**src/rtl/alu_arbiter_if.sv**
```systemverilog
// ---------------------------------------------------------------------
// alu_arbiter_if : requester / ALU signal bundle for alu_arbiter. Rev 1.0
// ---------------------------------------------------------------------
`default_nettype none

`ifndef DSIZE
`define DSIZE 16
`endif

interface alu_arbiter_if #(
  parameter int DSIZE = `DSIZE
);
  logic             req0;
  logic             req1;
  logic [2:0]       op0;
  logic [2:0]       op1;
  logic [DSIZE-1:0] a0;
  logic [DSIZE-1:0] b0;
  logic [DSIZE-1:0] a1;
  logic [DSIZE-1:0] b1;
  logic             gnt0;
  logic             gnt1;
  logic             rdy0;
  logic             rdy1;
  logic [DSIZE-1:0] res;
  logic             zero;
  logic             busy;
  logic [DSIZE-1:0] alu_a;
  logic [DSIZE-1:0] alu_b;
  logic [2:0]       alu_op;
  logic [DSIZE-1:0] alu_out;
  logic             alu_zero;

  // The arbiter side.
  modport slave (
    input  req0, req1, op0, op1, a0, b0, a1, b1, alu_out, alu_zero,
    output gnt0, gnt1, rdy0, rdy1, res, zero, busy, alu_a, alu_b, alu_op
  );

  // The environment side: both requesters plus the shared ALU.
  modport master (
    output req0, req1, op0, op1, a0, b0, a1, b1, alu_out, alu_zero,
    input  gnt0, gnt1, rdy0, rdy1, res, zero, busy, alu_a, alu_b, alu_op
  );
endinterface

`default_nettype wire

```
**src/rtl/alu_arbiter.sv**
```systemverilog
// ---------------------------------------------------------------------
// alu_arbiter : two-requester arbiter/sequencer for one shared ALU.
// ALU_ARB_FIXED_PRIO_EN selects fixed priority (requester 0). Rev 1.0
// ---------------------------------------------------------------------
`default_nettype none

`ifndef DSIZE
`define DSIZE 16
`endif

module alu_arbiter #(
  parameter int DSIZE = `DSIZE
) (
  input  wire logic    clk,
  input  wire logic    rst_n,
  alu_arbiter_if.slave bus
);

  typedef enum logic [0:0] {
    IDLE = 1'b0,
    EXEC = 1'b1
  } state_e;

  state_e           state_q,    state_d;
  logic             last_win_q, last_win_d;
  logic             win_q,      win_d;
  logic             gnt0_q,     gnt0_d;
  logic             gnt1_q,     gnt1_d;
  logic             rdy0_q,     rdy0_d;
  logic             rdy1_q,     rdy1_d;
  logic [DSIZE-1:0] res_q,      res_d;
  logic             zero_q,     zero_d;
  logic [DSIZE-1:0] alu_a_q,    alu_a_d;
  logic [DSIZE-1:0] alu_b_q,    alu_b_d;
  logic [2:0]       alu_op_q,   alu_op_d;
  logic             pick;

  always_comb begin
    state_d    = state_q;
    last_win_d = last_win_q;
    win_d      = win_q;
    gnt0_d     = 1'b0;
    gnt1_d     = 1'b0;
    rdy0_d     = 1'b0;
    rdy1_d     = 1'b0;
    res_d      = res_q;
    zero_d     = zero_q;
    alu_a_d    = alu_a_q;
    alu_b_d    = alu_b_q;
    alu_op_d   = alu_op_q;
    pick       = 1'b0;

    case (state_q)
      IDLE: begin
        if (bus.req0 || bus.req1) begin
`ifdef ALU_ARB_FIXED_PRIO_EN
          pick = !bus.req0;
`else
          // On a tie the requester that did not win last time goes first.
          pick = (bus.req0 && bus.req1) ? !last_win_q : bus.req1;
`endif
          win_d      = pick;
          last_win_d = pick;
          gnt0_d     = !pick;
          gnt1_d     = pick;
          alu_op_d   = pick ? bus.op1 : bus.op0;
          alu_a_d    = pick ? bus.a1  : bus.a0;
          alu_b_d    = pick ? bus.b1  : bus.b0;
          state_d    = EXEC;
        end
      end
      EXEC: begin
        res_d   = bus.alu_out;
        zero_d  = bus.alu_zero;
        rdy0_d  = !win_q;
        rdy1_d  = win_q;
        state_d = IDLE;
      end
      default: state_d = IDLE;
    endcase
  end

  always_ff @(posedge clk or negedge rst_n) begin
    if (!rst_n) begin
      state_q    <= IDLE;
      last_win_q <= 1'b1;
      win_q      <= 1'b0;
      gnt0_q     <= 1'b0;
      gnt1_q     <= 1'b0;
      rdy0_q     <= 1'b0;
      rdy1_q     <= 1'b0;
      res_q      <= '0;
      zero_q     <= 1'b0;
      alu_a_q    <= '0;
      alu_b_q    <= '0;
      alu_op_q   <= '0;
    end else begin
      state_q    <= state_d;
      last_win_q <= last_win_d;
      win_q      <= win_d;
      gnt0_q     <= gnt0_d;
      gnt1_q     <= gnt1_d;
      rdy0_q     <= rdy0_d;
      rdy1_q     <= rdy1_d;
      res_q      <= res_d;
      zero_q     <= zero_d;
      alu_a_q    <= alu_a_d;
      alu_b_q    <= alu_b_d;
      alu_op_q   <= alu_op_d;
    end
  end

  assign bus.gnt0   = gnt0_q;
  assign bus.gnt1   = gnt1_q;
  assign bus.rdy0   = rdy0_q;
  assign bus.rdy1   = rdy1_q;
  assign bus.res    = res_q;
  assign bus.zero   = zero_q;
  assign bus.busy   = (state_q == EXEC);
  assign bus.alu_a  = alu_a_q;
  assign bus.alu_b  = alu_b_q;
  assign bus.alu_op = alu_op_q;

endmodule

`default_nettype wire

```
**src/flat_wrapper.sv**
```systemverilog
// flat-port wrapper written by rule: the top's interface ports become plain ports
module alu_arbiter_flat 
#(
  parameter int DSIZE = `DSIZE
)
  (clk, rst_n, bus_req0, bus_req1, bus_op0, bus_op1, bus_a0, bus_b0, bus_a1, bus_b1, bus_alu_out, bus_alu_zero, bus_gnt0, bus_gnt1, bus_rdy0, bus_rdy1, bus_res, bus_zero, bus_busy, bus_alu_a, bus_alu_b, bus_alu_op);
  alu_arbiter_if #(.DSIZE(DSIZE)) bus_i ();
  input  wire logic clk;
  input  wire logic rst_n;
  input wire logic [$bits(bus_i.req0)-1:0] bus_req0;
  input wire logic [$bits(bus_i.req1)-1:0] bus_req1;
  input wire logic [$bits(bus_i.op0)-1:0] bus_op0;
  input wire logic [$bits(bus_i.op1)-1:0] bus_op1;
  input wire logic [$bits(bus_i.a0)-1:0] bus_a0;
  input wire logic [$bits(bus_i.b0)-1:0] bus_b0;
  input wire logic [$bits(bus_i.a1)-1:0] bus_a1;
  input wire logic [$bits(bus_i.b1)-1:0] bus_b1;
  input wire logic [$bits(bus_i.alu_out)-1:0] bus_alu_out;
  input wire logic [$bits(bus_i.alu_zero)-1:0] bus_alu_zero;
  output wire logic [$bits(bus_i.gnt0)-1:0] bus_gnt0;
  output wire logic [$bits(bus_i.gnt1)-1:0] bus_gnt1;
  output wire logic [$bits(bus_i.rdy0)-1:0] bus_rdy0;
  output wire logic [$bits(bus_i.rdy1)-1:0] bus_rdy1;
  output wire logic [$bits(bus_i.res)-1:0] bus_res;
  output wire logic [$bits(bus_i.zero)-1:0] bus_zero;
  output wire logic [$bits(bus_i.busy)-1:0] bus_busy;
  output wire logic [$bits(bus_i.alu_a)-1:0] bus_alu_a;
  output wire logic [$bits(bus_i.alu_b)-1:0] bus_alu_b;
  output wire logic [$bits(bus_i.alu_op)-1:0] bus_alu_op;
  assign bus_i.req0 = bus_req0;
  assign bus_i.req1 = bus_req1;
  assign bus_i.op0 = bus_op0;
  assign bus_i.op1 = bus_op1;
  assign bus_i.a0 = bus_a0;
  assign bus_i.b0 = bus_b0;
  assign bus_i.a1 = bus_a1;
  assign bus_i.b1 = bus_b1;
  assign bus_i.alu_out = bus_alu_out;
  assign bus_i.alu_zero = bus_alu_zero;
  assign bus_gnt0 = bus_i.gnt0;
  assign bus_gnt1 = bus_i.gnt1;
  assign bus_rdy0 = bus_i.rdy0;
  assign bus_rdy1 = bus_i.rdy1;
  assign bus_res = bus_i.res;
  assign bus_zero = bus_i.zero;
  assign bus_busy = bus_i.busy;
  assign bus_alu_a = bus_i.alu_a;
  assign bus_alu_b = bus_i.alu_b;
  assign bus_alu_op = bus_i.alu_op;
  alu_arbiter #(.DSIZE(DSIZE)) u_core (.clk(clk), .rst_n(rst_n), .bus(bus_i));
endmodule
```
**config.mk**
```make
export PLATFORM = sky130hd
export DESIGN_NAME = alu_arbiter_flat
export DESIGN_NICKNAME = d
export VERILOG_FILES = /design/src/rtl/alu_arbiter_if.sv /design/src/rtl/alu_arbiter.sv /design/src/flat_wrapper.sv
export SDC_FILE = /design/constraint.sdc
export NUM_CORES = 1
export LEC_CHECK = 0
export CORE_ASPECT_RATIO = 1.75
export CORE_UTILIZATION = 30
export DETAILED_ROUTE_END_ITERATION = 6
export GPL_TIMING_DRIVEN = 0
export PLACE_DENSITY = 0.66
export REMOVE_ABC_BUFFERS = 1
export SETUP_SLACK_MARGIN = 0.05
export SYNTH_ARGS = -nofsm -noshare
export SYNTH_HDL_FRONTEND = slang
export SYNTH_SLANG_ARGS = --single-unit
export TNS_END_PERCENT = 10
```
**constraint.sdc**
```tcl
create_clock -name clk -period 1.8 [get_ports clk]
set_clock_uncertainty 0.15 [all_clocks]
set_input_delay 0.36 -clock clk [delete_from_list [all_inputs] [get_ports clk]]
set_output_delay 0.36 -clock clk [all_outputs]
set_load 0.05 [all_outputs]
```
==> flow_metrics.env, run 1 <==
export IMPL_status="finished, violations left"
export IMPL_violations="design-rule violations, negative hold slack"
export IMPL_critPathSlowestCell="dlygate4sd2_1"
export IMPL_ys_ff_latch=59
export IMPL_cp_data_required_time_ns=1.29
export IMPL_synth_area_um2=2490
export IMPL_cts_buffers=9
export IMPL_ant_nets=0
export IMPL_h_tree_depth=3
export IMPL_synth_edf_count=0
export IMPL_worst_slew_pin_slew_ns=0.832
export IMPL_finalWeightedCongestion=0.707
export IMPL_leakage_nw=1.97
export IMPL_dr_pass1_iters=6
export IMPL_hold_buffers=0
export IMPL_cpPeakStageDelay_ns=0.56
export IMPL_r2r_start="u_core.bus.busy$_DFF_PN0_"
export IMPL_slew_headroom_pct=44.6
export IMPL_post_route_drc_count=22
export IMPL_cts_tree="built"
export IMPL_fin_crit_sh_pct=95.8
export IMPL_cts_sinks=59
export IMPL_cap_violations=0
export IMPL_io_buffers=147
export IMPL_drt_total_wl_mm=7.43
export IMPL_diodes=0
export IMPL_synth_ff_type="dfrtp_1"
export IMPL_swShare_pct=39.2
export IMPL_use_met1_pct=18.4
export IMPL_worstSetupPathType="reg -> out"
export IMPL_p_switching_mw=2.14
export IMPL_grt_overflow=0
export IMPL_hold_class="in -> async"
export IMPL_critPathMaxFanout=2
export IMPL_drive_above_1_share_pct=15.2
export IMPL_layout_min_cycle_time_ns=1.73
export IMPL_met3_usage_pct=3.94
export IMPL_yosysSeqAreaShare_pct=59.3
export IMPL_cp_start_kind="flop"
export IMPL_grt_pass1_vias=2316
export IMPL_drt_iter0_drc=158
export IMPL_grt_pass1_wl_mm=11.5
export IMPL_coreArea_um2=7960
export IMPL_die_w_um=70.9
export IMPL_cp_num_buf_inv=1
export IMPL_ios=148
export IMPL_finalHoldViolCount=5
export IMPL_netlist_top_cells_count="dfrtp_1 (58), a21oi_1 (39), nor2_1 (20), nand2_1 (19), mux2_2 (17)"
export IMPL_cts_root_buf="clkbuf_16"
export IMPL_rows=43
export IMPL_power_mw=5.46
export IMPL_power_density_nw_per_um2=1260
export IMPL_clk_latency_ns=0.32
export IMPL_rsz0062_at_grt="yes"
export IMPL_p_comb_share_pct=38.8
export IMPL_die_area_um2=8690
export IMPL_yosys_area_top_type="dfrtp_1"
export IMPL_syn_to_final_growth_pct=73.5
export IMPL_via_per_inst=4.89
export IMPL_met2_usage_pct=32.3
export IMPL_vias=2240
export IMPL_grtUsageTotal_pct=17.6
export IMPL_seqPwrFrac_pct=32.4
export IMPL_critPathTopFamily="buffers and inverters"
export IMPL_setup_tns_ns=0
export IMPL_cp_end_kind="output pin"
export IMPL_crit_chain="dlygate4sd2_1"
export IMPL_clock_path_buffers=2
export IMPL_hold_slack_ns=-0.0103
export IMPL_start_util_pct=31.3
export IMPL_synth_area_per_cell_um2=11.8
export IMPL_p_int_mw=3.32
export IMPL_ys_warn_count=0
export IMPL_grt_max_degree=37
export IMPL_max_freq_ghz=0.580
export IMPL_fin_nets=454
export IMPL_yosysTopAreaCellShare_pct=58.2
export IMPL_synth_area_top_cells="dfrtp_1 (58%), a21oi_1 (7.8%), mux2_2 (7.7%)"
export IMPL_die_y_um=123
export IMPL_async_reset_ff_share_pct=100
export IMPL_setup_viol=0
export IMPL_avgRoutedWirePerCell_um=16.2
export IMPL_arrival_ns=1.22
export IMPL_clkSlewWorstSetupHoldPaths_ns=0.05
export IMPL_ir_worst_vdd_mv=0.533
export IMPL_yosysUniqueCellTypes=22
export IMPL_top_usage_layer="met2"
export IMPL_dp_hpwl_mm=5.11
export IMPL_yosysMostFrequentCell="dfrtp_1"
export IMPL_antenna_found_initial=0
export IMPL_slew_violations=0
export IMPL_clock_power_share_pct=28.7
export IMPL_synth_cells=212
export IMPL_startpoint="u_core.bus.alu_op[1]$_DFFE_PN0P_"
-- per-stage QoR --
| stage | std cells | area (µm²) | utilization (%) | setup WS [ns] | hold slack [ns] |
|---|---|---|---|---|---|
| 6_report | 458 | 4330 | 54.3 | 0.0748 | -0.0103 |
| 4_1_cts | 456 | 4290 | 53.9 | 0.0280 | 0.0156 |
| 2_1_floorplan | 198 | 2410 | - | -0.782 | -0.0856 |
| 3_3_place_gp | 435 | 3990 | 50.1 | -1.76 | 0.278 |
| 5_1_grt | 458 | 4330 | 54.3 | 0.0305 | 0.0578 |
| 3_5_place_dp | 436 | 4010 | 50.4 | -1.17 | 0.283 |
-- layout make-up --
class,count,area (µm²)
sequential,59,1480
tap,90,113
clock inverter,5,27.5
multi-input combinational,139,957
fill,744,3640
inverter,1,7.51
clock buffer,11,253
timing repair inverter,1,7.51
timing repair buffer,152,1480
-- final timing paths --
kind	cells after the start	slack, ns	endpoint
max in group asynchronous	2	0.82	u_core.last_win_q$_DFFE_PN1P_
worst max register to register	3	0.11	u_core.bus.alu_b[15]$_DFFE_PN0P_
worst min register to register	1	0.29	u_core.bus.rdy0$_DFF_PN0_
min in group clk	1	0.29	u_core.bus.rdy0$_DFF_PN0_
worst max-delay path	1	0.07	bus_alu_op[1]
worst min-delay path	1	-0.01	u_core.bus.res[6]$_DFFE_PN0P_
-- routing by layer --
metal / vias up / part of all wire (%) / wire length (µm)
met4: 0 / 2.2 / 163
met2: 95 / 55 / 4100
met1: 1074 / 36 / 2700
met5: - / 0 / 0
li1: 1061 / - / -
met3: 10 / 6.4 / 473
-- power groups by stage --
stage,sequential [mW],clock [mW],combinational [mW]
after floorplan,2.74,0,0.408
after global placement,1.80,0,2.23
after detailed placement,1.81,0,2.26
after CTS,1.78,1.60,2.12
after global routing,1.81,1.66,2.23
final,1.77,1.57,2.12
-- registers in the layout, summed over array words and instances (netlist names) --
name               cells
u_core.bus.zero        1
u_core.bus.alu_b      16
u_core.last_win_q      1
u_core.bus.rdy0        1
u_core.bus.gnt1        1
u_core.bus.res        16
u_core.bus.busy        1
u_core.bus.alu_op      3
u_core.bus.gnt0        1
u_core.win_q           1
u_core.bus.alu_a      16
u_core.bus.rdy1        1
-- repair_timing --
action / CTS / global route
cloned: 2 / 0
resized for setup: 73 / 0
endpoints found under the hold margin: 0 / 0
setup buffers: 2 / 2
pin swaps: 1 / 0
endpoints found under the setup margin: 95 / 43
-- logic make-up after synthesis --
family	share of synthesized area [%]
AND/OR/NAND/NOR	12.3
multiplexers	7.68
buffers and inverters	3.61
AO/OA/AOI/OAI	17.1
flip-flops	59.3
-- cells in the final DEF, fill, tap and decap left out, types with 9 or more instances in the layout --
master           netlist  layout
clkdlybuf4s50_1        0      87
dlygate4sd2_1          0      57
dfrtp_1               58      57
a21oi_1               39      39
nor2_1                20      20
nand2_1               19      19
mux2_2                17      17
and3_1                16      16
a221o_1               12      12
clkbuf_16              0       9
No activity file was read; power rests on OpenSTA's default activity.
==> run 2, diff against run 1 <==
CTS_CLUSTER_DIAMETER = 100   (was default)
==> results of run 2 <==
No change in the layout: final DEF, timing and power equal those of run 1.
==> run 3, diff against run 2 <==
--- a/constraint.sdc
+++ b/constraint.sdc
@@ -4,2 +4,2 @@
 set_output_delay 0.36 -clock clk [all_outputs]
-set_load 0.05 [all_outputs]
+set_load 0.005 [all_outputs]
==> run 3 against run 2 <==
  * The run still ends with design-rule violations, negative hold slack left
  * Worst setup slack about the same
  * Clock power hardly changed
  * Routed wire length is 1.7% higher
  * Sequential power is essentially flat
  * Fmax barely moved
  * Sequential cell count is the same
  * Utilization up 1.4 points
  * Total power shrank 13%
  * Cell area grew 2.5%
  * Sequential share of layout area fell by 0.85 points
  * Via count rose by 1.6%
  * Register-to-register slack worse by 0.04 ns
  * Largest power group is now registers
==> flow_metrics.env, run 3 (synthesized netlist as in run 1, its figures left out) <==
export IMPL_status="finished, violations left"
export IMPL_violations="design-rule violations, negative hold slack"
export IMPL_drt_iter0_drc=165
export IMPL_coreArea_um2=7960
export IMPL_n_fill_cell=721
export IMPL_final_area_um2=4440
export IMPL_syn_to_final_growth_pct=78.0
export IMPL_ir_worst_vdd_mv=0.513
export IMPL_cts_root_buf="clkbuf_16"
export IMPL_grt_overflow=0
export IMPL_fin_crit_sh_pct=95.8
export IMPL_vias=2275
export IMPL_dp_cells=436
export IMPL_ant_nets=0
export IMPL_finalHoldViolCount=14
export IMPL_die_area_um2=8690
export IMPL_antenna_found_initial=0
export IMPL_p_int_mw=3.52
export IMPL_arrival_ns=1.77
export IMPL_final_common_cell="clkdlybuf4s50_1"
export IMPL_crit_chain="buf_12, o21bai_4, buf_6, a221o_2"
export IMPL_r2r_slack_ns=0.07
export IMPL_via_per_inst=4.91
export IMPL_cts_sinks=59
export IMPL_slew_violations=0
export IMPL_power_density_nw_per_um2=1070
export IMPL_cp_end_kind="flop"
export IMPL_setup_viol=0
export IMPL_layout_min_cycle_time_ns=1.73
export IMPL_critPathSlowestCell="dfrtp_4"
export IMPL_p_comb_share_pct=29.6
export IMPL_post_route_drc_count=22
export IMPL_critPathMaxFanout=18
export IMPL_rows=43
export IMPL_dr_pass1_iters=6
export IMPL_fin_cells=463
export IMPL_grt_max_degree=37
export IMPL_cap_violations=0
export IMPL_io_buffers=147
export IMPL_diodes=0
export IMPL_h_tree_depth=3
export IMPL_clock_power_share_pct=33.0
export IMPL_leakage_nw=1.91
export IMPL_p_switching_mw=1.22
export IMPL_placed_cell_area_um2=4010
export IMPL_max_freq_ghz=0.580
export IMPL_start_util_pct=31.3
export IMPL_seqPwrFrac_pct=37.4
export IMPL_grt_pass1_wl_mm=11.6
export IMPL_final_core_util_pct=55.7
export IMPL_layout_common_cells="clkdlybuf4s50_1 (143), dfrtp_1 (57), a21oi_1 (39), nor2_1 (20), nand2_1 (19)"
export IMPL_fin_ws_ns=0.0748
export IMPL_ios=148
export IMPL_multi_input_area_um2=962
export IMPL_r2r_start="u_core.bus.busy$_DFF_PN0_"
export IMPL_rsz0062_at_grt="yes"
export IMPL_worstSetupPathType="reg -> reg"
export IMPL_cts_buffers=9
export IMPL_timing_rr_end="u_core.bus.alu_b[15]$_DFFE_PN0P_"
export IMPL_clk_latency_ns=0.32
export IMPL_avgRoutedWirePerCell_um=16.3
export IMPL_reg2regPathDepth=4
export IMPL_cp_data_required_time_ns=1.85
export IMPL_die_w_um=70.9
export IMPL_hold_slack_ns=-0.0109
export IMPL_drive_above_1_share_pct=16.1
export IMPL_cts_tree="built"
export IMPL_worst_slew_pin_slew_ns=0.825
export IMPL_clkSlewWorstSetupHoldPaths_ns=0.05
export IMPL_grt_pass1_vias=2336
export IMPL_cpPeakStageDelay_ns=0.51
export IMPL_final_seq_area_um2=1480
export IMPL_dp_hpwl_mm=5.11
export IMPL_die_y_um=123
export IMPL_grtUsageTotal_pct=17.9
export IMPL_pre_cts_slack_ns=-1.17
export IMPL_drt_total_wl_mm=7.56
export IMPL_slew_headroom_pct=45.0
export IMPL_fin_nets=459
export IMPL_hold_class="in -> async"
export IMPL_hold_buffers=0
export IMPL_clock_path_buffers=2
export IMPL_finalWeightedCongestion=0.707
export IMPL_swShare_pct=25.7
export IMPL_cp_start_kind="flop"
==> run 3: cell type report <==
class,instances,area share [%]
Timing Repair Buffer,156,35.7
Clock inverter,5,0.621
Inverter,1,0.169
Multi-Input combinational cell,140,21.7
Sequential cell,59,33.4
Timing Repair inverter,1,0.169
Tap cell,90,2.54
Clock buffer,11,5.70
==> run 3: worst max-delay path by stage <==
stage | startpoint | endpoint | slack, ns | cells past startpoint
4_1_cts | u_core.bus.busy$_DFF_PN0_ | u_core.bus.alu_b[15]$_DFFE_PN0P_ | 0.02 | 4
6_report | u_core.bus.busy$_DFF_PN0_ | u_core.bus.alu_b[15]$_DFFE_PN0P_ | 0.07 | 4
3_5_place_dp | bus_req0 | u_core.bus.alu_b[10]$_DFFE_PN0P_ | -1.17 | 5
5_1_grt | u_core.bus.alu_b[8]$_DFFE_PN0P_ | bus_alu_b[8] | 0.04 | 1
3_3_place_gp | bus_req0 | u_core.bus.alu_op[2]$_DFFE_PN0P_ | -1.76 | 5
2_1_floorplan | u_core.bus.busy$_DFF_PN0_ | u_core.bus.alu_a[14]$_DFFE_PN0P_ | -0.48 | 4
==> run 3: power groups by stage <==
stage	clock, mW	sequential, mW	combinational, mW
2_1_floorplan	0	1.82	0.407
3_3_place_gp	0	1.80	1.30
3_5_place_dp	0	1.81	1.33
4_1_cts	1.60	1.77	1.42
5_1_grt	1.66	1.81	1.52
6_report	1.56	1.77	1.40
==> run 3: worst max-delay path: cells and delay by family (launching register included) <==
kind / cells / cell delay, ns
flops: 1 / 0.51
buf+inv: 2 / 0.35
compound gates: 2 / 0.59
==> run 3: repair_timing <==
| action | 4_1_cts | 5_1_grt |
|---|---|---|
| endpoints found under the hold margin | 0 | 0 |
| setup buffers | 7 | 1 |
| resized for setup | 8 | 1 |
| pin swaps | 1 | 0 |
| setup endpoints to repair | 39 | 17 |
| gates cloned | 2 | 1 |
==> run 3: through the flow <==
stage	setup TNS, ns	hold WS, ns	power [mW]
final	0	-0.0109	4.74
after global routing	0	0.0578	4.99
after CTS	0	0.0156	4.80
after detailed placement	-31.49	0.283	3.14
after global placement	-150.18	0.278	3.09
after floorplan	-11.08	-0.0856	2.23
==> run 3: routing by layer <==
| metal | routed length [µm] | track usage [%] |
|---|---|---|
| met1 | 2650 | 19.0 |
| met2 | 4300 | 32.6 |
| met3 | 456 | 4.11 |
| met4 | 147 | 9.25 |
| met5 | 0 | 0 |
